<file path="src/rtl/pll_ctrl_pkg.sv">
// Shared definitions for the MMCM reset/lock sequencer.
// Holds the sequencer state encoding, the retry counter width and its
// saturation value, plus a small helper used to size the shared counter.
package pll_ctrl_pkg;

    // Sequencer states, binary encoded.
    typedef enum logic [2:0] {
        ST_RESET_PLL = 3'd0,
        ST_WAIT_LOCK = 3'd1,
        ST_STABILIZE = 3'd2,
        ST_RELEASE   = 3'd3,
        ST_RUN       = 3'd4
    } pll_state_e;

    // Lock-timeout retry counter.
    localparam int                 RETRY_W   = 4;
    localparam logic [RETRY_W-1:0] RETRY_MAX = 4'd15;
    localparam logic [RETRY_W-1:0] RETRY_ONE = 4'd1;

    function automatic int max_int(input int a, input int b);
        return (a > b) ? a : b;
    endfunction

endpackage

</file>
<file path="src/rtl/sync_2ff.sv">
// Generic two-flop synchronizer for slow or level signals crossing into i_clk.
// Latency: two i_clk edges from input change to o_q change.
// Ports: i_clk, i_rst (sync, active-high, loads i_rst_val), i_d (async in), o_q.
module sync_2ff #(
    parameter int WIDTH = 1
) (
    input  logic             i_clk,
    input  logic             i_rst,
    input  logic [WIDTH-1:0] i_rst_val,
    input  logic [WIDTH-1:0] i_d,
    output logic [WIDTH-1:0] o_q
);

    logic [WIDTH-1:0] r_meta;
    logic [WIDTH-1:0] r_sync;

    always_ff @(posedge i_clk) begin
        if (i_rst) begin
            r_meta <= i_rst_val;
            r_sync <= i_rst_val;
        end else begin
            r_meta <= i_d;
            r_sync <= r_meta;
        end
    end

    assign o_q = r_sync;

endmodule

</file>
<file path="src/rtl/pll_ctrl.sv">
// MMCM reset and lock sequencer: pulses the MMCM reset, qualifies locked,
// releases the generated-domain resets in staggered order and restarts on
// lock loss, lock timeout or software request. All outputs are registered.
// Ports: i_refclk, i_rst (sync active-high), i_locked_in (async), i_restart_req,
//        o_pll_rst, o_domain_rst[NUM_DOMAINS], o_ready, o_lock_lost, o_retry_count.
module pll_ctrl
    import pll_ctrl_pkg::*;
#(
    parameter int RST_HOLD_CYCLES     = 16,
    parameter int LOCK_STABLE_CYCLES  = 1024,
    parameter int LOCK_TIMEOUT_CYCLES = 2000000,
    parameter int NUM_DOMAINS         = 3,
    parameter int STAGGER_CYCLES      = 8
) (
    input  logic                   i_refclk,
    input  logic                   i_rst,
    input  logic                   i_locked_in,
    input  logic                   i_restart_req,
    output logic                   o_pll_rst,
    output logic [NUM_DOMAINS-1:0] o_domain_rst,
    output logic                   o_ready,
    output logic                   o_lock_lost,
    output logic [RETRY_W-1:0]     o_retry_count
);

    // Cycles from RELEASE entry until the last domain reset falls.
    localparam int REL_CYCLES = (NUM_DOMAINS - 1) * STAGGER_CYCLES;

    // One counter serves every state, so it is sized for the longest wait.
    localparam int CNT_MAX = max_int(max_int(RST_HOLD_CYCLES, LOCK_STABLE_CYCLES),
                                     max_int(LOCK_TIMEOUT_CYCLES, REL_CYCLES));
    localparam int CNT_W   = $clog2(CNT_MAX) + 1;

    // Terminal counts are "last value before the transition edge": the
    // counter is cleared on the edge that enters a state, so a state lasting
    // N cycles leaves on the edge where the counter holds N-1.
    localparam logic [CNT_W-1:0] CNT_ONE      = CNT_W'(1);
    localparam logic [CNT_W-1:0] HOLD_LAST    = CNT_W'(RST_HOLD_CYCLES - 1);
    localparam logic [CNT_W-1:0] STABLE_LAST  = CNT_W'(LOCK_STABLE_CYCLES - 1);
    localparam logic [CNT_W-1:0] TIMEOUT_LAST = CNT_W'(LOCK_TIMEOUT_CYCLES - 1);
    localparam logic [CNT_W-1:0] REL_LAST     = CNT_W'(max_int(REL_CYCLES, 1) - 1);

    pll_state_e             r_state;
    logic [CNT_W-1:0]       r_cnt;
    logic                   r_pll_rst;
    logic [NUM_DOMAINS-1:0] r_domain_rst;
    logic                   r_ready;
    logic                   r_lock_lost;
    logic [RETRY_W-1:0]     r_retry;

    pll_state_e             w_state_nxt;
    logic [CNT_W-1:0]       w_cnt_nxt;
    logic [NUM_DOMAINS-1:0] w_domain_rst_nxt;
    logic                   w_lock_lost_nxt;
    logic [RETRY_W-1:0]     w_retry_nxt;
    logic                   w_locked_s;

    // locked_in comes straight from the MMCM and is asynchronous here.
    sync_2ff #(
        .WIDTH (1)
    ) u_lock_sync (
        .i_clk     (i_refclk),
        .i_rst     (i_rst),
        .i_rst_val (1'b0),
        .i_d       (i_locked_in),
        .o_q       (w_locked_s)
    );

    always_ff @(posedge i_refclk) begin
        if (i_rst) begin
            r_state <= ST_RESET_PLL;
            r_cnt   <= '0;
        end else begin
            r_state <= w_state_nxt;
            r_cnt   <= w_cnt_nxt;
        end
    end

    always_comb begin
        w_state_nxt     = r_state;
        w_cnt_nxt       = r_cnt + CNT_ONE;
        w_lock_lost_nxt = 1'b0;
        w_retry_nxt     = r_retry;

        case (r_state)
            ST_RESET_PLL: begin
                if (r_cnt == HOLD_LAST) begin
                    w_state_nxt = ST_WAIT_LOCK;
                    w_cnt_nxt   = '0;
                end
            end
            ST_WAIT_LOCK: begin
                // A lock seen on the timeout cycle still wins.
                if (w_locked_s) begin
                    w_state_nxt = ST_STABILIZE;
                    w_cnt_nxt   = '0;
                end else if (r_cnt == TIMEOUT_LAST) begin
                    w_state_nxt = ST_RESET_PLL;
                    w_cnt_nxt   = '0;
                    w_retry_nxt = (r_retry == RETRY_MAX) ? r_retry : r_retry + RETRY_ONE;
                end
            end
            ST_STABILIZE: begin
                if (!w_locked_s) begin
                    w_state_nxt = ST_WAIT_LOCK;
                    w_cnt_nxt   = '0;
                end else if (r_cnt == STABLE_LAST) begin
                    // With one domain or zero stagger there is nothing to pace.
                    w_state_nxt = (REL_CYCLES == 0) ? ST_RUN : ST_RELEASE;
                    w_cnt_nxt   = '0;
                end
            end
            ST_RELEASE: begin
                if (!w_locked_s) begin
                    w_state_nxt = ST_RESET_PLL;
                    w_cnt_nxt   = '0;
                end else if (r_cnt == REL_LAST) begin
                    w_state_nxt = ST_RUN;
                    w_cnt_nxt   = '0;
                end
            end
            ST_RUN: begin
                w_cnt_nxt = '0;
                if (!w_locked_s) begin
                    w_state_nxt     = ST_RESET_PLL;
                    w_lock_lost_nxt = 1'b1;
                end
            end
            default: begin
                w_state_nxt = ST_RESET_PLL;
                w_cnt_nxt   = '0;
            end
        endcase

        // Software restart overrides every other transition, re-arms the
        // hold count when already resetting, and never counts as a retry.
        // A simultaneous lock loss in RUN still reports lock_lost.
        if (i_restart_req) begin
            w_state_nxt = ST_RESET_PLL;
            w_cnt_nxt   = '0;
            w_retry_nxt = r_retry;
        end
    end

    // Domain i is released once the RELEASE counter reaches i*STAGGER_CYCLES;
    // decoding from the next state/count keeps the release aligned with the
    // state edge, so the last bit and ready change together.
    always_comb begin
        w_domain_rst_nxt = '1;
        for (int i = 0; i < NUM_DOMAINS; i++) begin
            if (w_state_nxt == ST_RUN) begin
                w_domain_rst_nxt[i] = 1'b0;
            end else if (w_state_nxt == ST_RELEASE &&
                         w_cnt_nxt >= CNT_W'(i * STAGGER_CYCLES)) begin
                w_domain_rst_nxt[i] = 1'b0;
            end
        end
    end

    // pll_rst follows the current state, so it lags the state register by one
    // edge: it rises the cycle after RESET_PLL is entered and falls the cycle
    // after it is left, giving exactly RST_HOLD_CYCLES of assertion.
    always_ff @(posedge i_refclk) begin
        if (i_rst) begin
            r_pll_rst    <= 1'b1;
            r_domain_rst <= '1;
            r_ready      <= 1'b0;
            r_lock_lost  <= 1'b0;
            r_retry      <= '0;
        end else begin
            r_pll_rst    <= (r_state == ST_RESET_PLL);
            r_domain_rst <= w_domain_rst_nxt;
            r_ready      <= (w_state_nxt == ST_RUN);
            r_lock_lost  <= w_lock_lost_nxt;
            r_retry      <= w_retry_nxt;
        end
    end

    assign o_pll_rst     = r_pll_rst;
    assign o_domain_rst  = r_domain_rst;
    assign o_ready       = r_ready;
    assign o_lock_lost   = r_lock_lost;
    assign o_retry_count = r_retry;

endmodule
</file>
<file path="config.mk">
export PLATFORM = sky130hd
export DESIGN_NAME = pll_ctrl
export DESIGN_NICKNAME = d
export VERILOG_FILES = /design/src/rtl/pll_ctrl_pkg.sv /design/src/rtl/sync_2ff.sv /design/src/rtl/pll_ctrl.sv
export SDC_FILE = /design/constraint.sdc
export NUM_CORES = 1
export LEC_CHECK = 0
export CAP_MARGIN = 20
export CORE_ASPECT_RATIO = 0.9
export CORE_MARGIN = 3
export CORE_UTILIZATION = 57
export DETAILED_ROUTE_END_ITERATION = 8
export PLACE_DENSITY = 0.87
export SLEW_MARGIN = 20
export SYNTH_ARGS = -nofsm -noshare
export SYNTH_HDL_FRONTEND = slang
export SYNTH_SLANG_ARGS = --single-unit
</file>
<file path="constraint.sdc">
create_clock -name i_refclk -period 2.9 [get_ports i_refclk]
set_input_delay 0.58 -clock i_refclk [delete_from_list [all_inputs] [get_ports i_refclk]]
set_output_delay 0.58 -clock i_refclk [all_outputs]
set_load 0.02 [all_outputs]
</file>
==> metrics.txt <==
max-slew violations 0; RSZ-0062 raised after global routing no; worst r2r src r_cnt[4]; Die W 66.9 microns; CTS resizes 0; Hold Crit Endpoint u_lock_sync.o_q; max_cap viols 0; RePlAce Congestion 0.883; gr usage total 0.202; Crit Reg-Reg Endpoint o_domain_rst[1]; final count of negative-setup-slack endpoints 0; Cell Area, Synth 1900 sq um; CP Capture Type register; H-tree depth 2; post-synth net total 231; CTS tree done; setup ws final 0.347 ns; status finished, final reports clean; setup bufs post-CTS 0; Routed Antenna Nets 0; FF-to-FF path depth 7; Clock Tree Buf Depth 2; post-route insts no fill 278; Hold Fails Final Rpt 0; Util after Layout 0.679; Crit Path Max Fanout 12; vias in the first global route 1352; Via-to-Cell Ratio 5.65; total grt overflow 0; Final Skew 0.00434 ns; Avg Cell Area, Syn 8.45 sq um; EDFF count, synth 0; leakage power 0.703 nW; I/O Buffers 13; Post-synth ARST share 0; largest net degree at the start of global routing 21; worst min path class register to register; total number of vias 1572; HP Start u_lock_sync.r_meta; hold-critical path depth 1; # rows 19; clk_lat worst skew 0.29 ns; largest area contributor in the netlist dfxtp_1; Hold Buf Count CTS 0; most area-consuming cells after synthesis dfxtp_1 39%, xnor2_1 7.8%, nor2_1 7.3%; Yosys cell types 49; # diodes 0; DP Wirelength 2.64 mm; post-synth top area share 0.389; synth warn 0; Num CTS Buffers 5; CP arrival 2.74 ns; chip height 60.8 microns; Area Growth Syn to Fin 11.3%; Detailed Route WL 3.58 mm; Pre-antenna DRT Iters 4; root buf cell clkbuf_8; io pins 14; DP Area 2030 sq um; core footprint 3110 sq um; setup tns final 0 ns; part of the cycle the worst path needs 0.880; Mapped Cells 225; final instance area 2120 sq um; routed len/inst 12.9 microns; FMAX 392 MHz; startpoint types register; die area 4070 sq um; Slew @ Worst Pin 0.659 ns; DP Worst Slack 0.285 ns; initial antenna violation count 0; Initial Utilization 0.611; main flop type after synthesis dfxtp_1; Final min period 2.55 ns; placed cell count 270; post-synthesis register bit count 37; layout cell share with drive strength beyond 1 0.0932; Worst VDD drop 0.000299 V; sequential-to-total area share from yosys stat 0.389; total clock sinks 37; drt drc 0; nets 241; Critical Path RT 3.08 ns; R2R setup slack 0.35 ns; pwr/cell area 414 nW/um^2; DR iter-0 viols 84; first-pass GRT wire length 6.03 mm; WS Path Type register to register; Worst slew margin 0.558; clock slew seen by the registers of the worst setup and hold paths 0.07 ns
==> synthesized netlist by cell type (4+ instances only) <==
cell,n
xnor2_1,17
nand4_1,6
nor4_1,7
nor2b_1,4
xor2_1,9
nand3_1,12
nor3_1,11
inv_1,5
nand2_1,16
o211ai_1,4
buf_2,6
nor2_1,37
dfxtp_1,37
==> registers in the layout, indices dropped and copies added (netlist names) <==
name / flops
r_cnt: 22
o_retry_count: 4
o_domain_rst: 3
r_state: 3
o_lock_lost: 1
o_pll_rst: 1
o_ready: 1
u_lock_sync.o_q: 1
u_lock_sync.r_meta: 1
==> where the power goes <==
part | internal (W) | total (W) | switching (W)
Sequential | 0.000511 | 0.000513 | 0.00000265
Combinational | 0.00000735 | 0.0000185 | 0.0000112
Clock | 0.000165 | 0.000344 | 0.000179
Total | 0.000683 | 0.000876 | 0.000193
==> worst max-delay path by stage <==
stage,start,endpoint,slack [ns],depth (start not counted)
5_1_grt,r_cnt[4],r_cnt[18],0.15,7
6_report,r_cnt[4],o_domain_rst[1],0.35,7
2_1_floorplan,r_cnt[0],o_domain_rst[1],0.63,8
3_3_place_gp,i_restart_req,o_domain_rst[1],0.40,8
4_1_cts,r_cnt[4],o_domain_rst[1],0.36,7
3_5_place_dp,i_restart_req,o_domain_rst[1],0.28,8
==> cell usage in the layout (no fill, tap or decap), types with 3 or more instances in the layout <==
| cell | Yosys | final |
|---|---|---|
| and4_1 | 3 | 3 |
| a21oi_1 | 3 | 3 |
| nor2b_1 | 4 | 4 |
| mux2i_1 | 3 | 3 |
| clkbuf_8 | 0 | 5 |
| nand3_1 | 12 | 12 |
| xnor2_1 | 17 | 17 |
| o21ai_0 | 3 | 3 |
| xor2_1 | 9 | 9 |
| o211ai_1 | 4 | 4 |
| nand3b_1 | 3 | 3 |
| nand4_1 | 6 | 6 |
| nor3_1 | 11 | 11 |
| dfxtp_1 | 37 | 37 |
| nand2_1 | 16 | 16 |
| clkdlybuf4s50_1 | 0 | 13 |
| inv_1 | 5 | 5 |
| nor4_1 | 7 | 7 |
| nor2_1 | 37 | 37 |
==> metal layers <==
| metal | GRT usage | wire, microns |
|---|---|---|
| met5 | 0 | 0 |
| met4 | 0.113 | 72 |
| met3 | 0.0556 | 185 |
| met2 | 0.292 | 1600 |
| met1 | 0.273 | 1720 |
==> through the flow <==
stage / hold WS, ns / power (W)
2_1_floorplan: 0.414 / 0.000535
3_3_place_gp: 0.427 / 0.000543
3_5_place_dp: 0.425 / 0.000543
4_1_cts: 0.469 / 0.000889
5_1_grt: 0.491 / 0.000914
6_report: 0.464 / 0.000876
==> cell type report <==
type,instances,area (sq um)
inverter,5,18.8
timing repair buffer,14,138
tap,42,52.6
clock inverter,3,17.5
clock buffer,5,68.8
multi-input combinational,172,1080
fill,250,998
sequential,37,741
==> critical path, cell delays in order (launching register included) <==
cell and delay (ns):
dfxtp_1 0.43, nand3_1 0.38, or3_4 0.52, nor3_4 0.26, mux2i_1 0.22, o31ai_1 0.11
and4_1 0.21, a221o_1 0.32
==> kinds of logic (layout without fill, tap and decap cells) <==
kind of cell               Yosys count  after routing  share of synthesized area
AOI/OAI and AO/OA                   19             19                     0.0671
muxes                                3              3                     0.0158
buffers and inverters               16             27                     0.0428
xor gates and xnor gates            26             26                      0.120
adders and majority gates            2              2                     0.0132
DFF                                 37             37                      0.389
and+or+nand+nor                    122            122                      0.352
(Power assumes the default switching activity.)
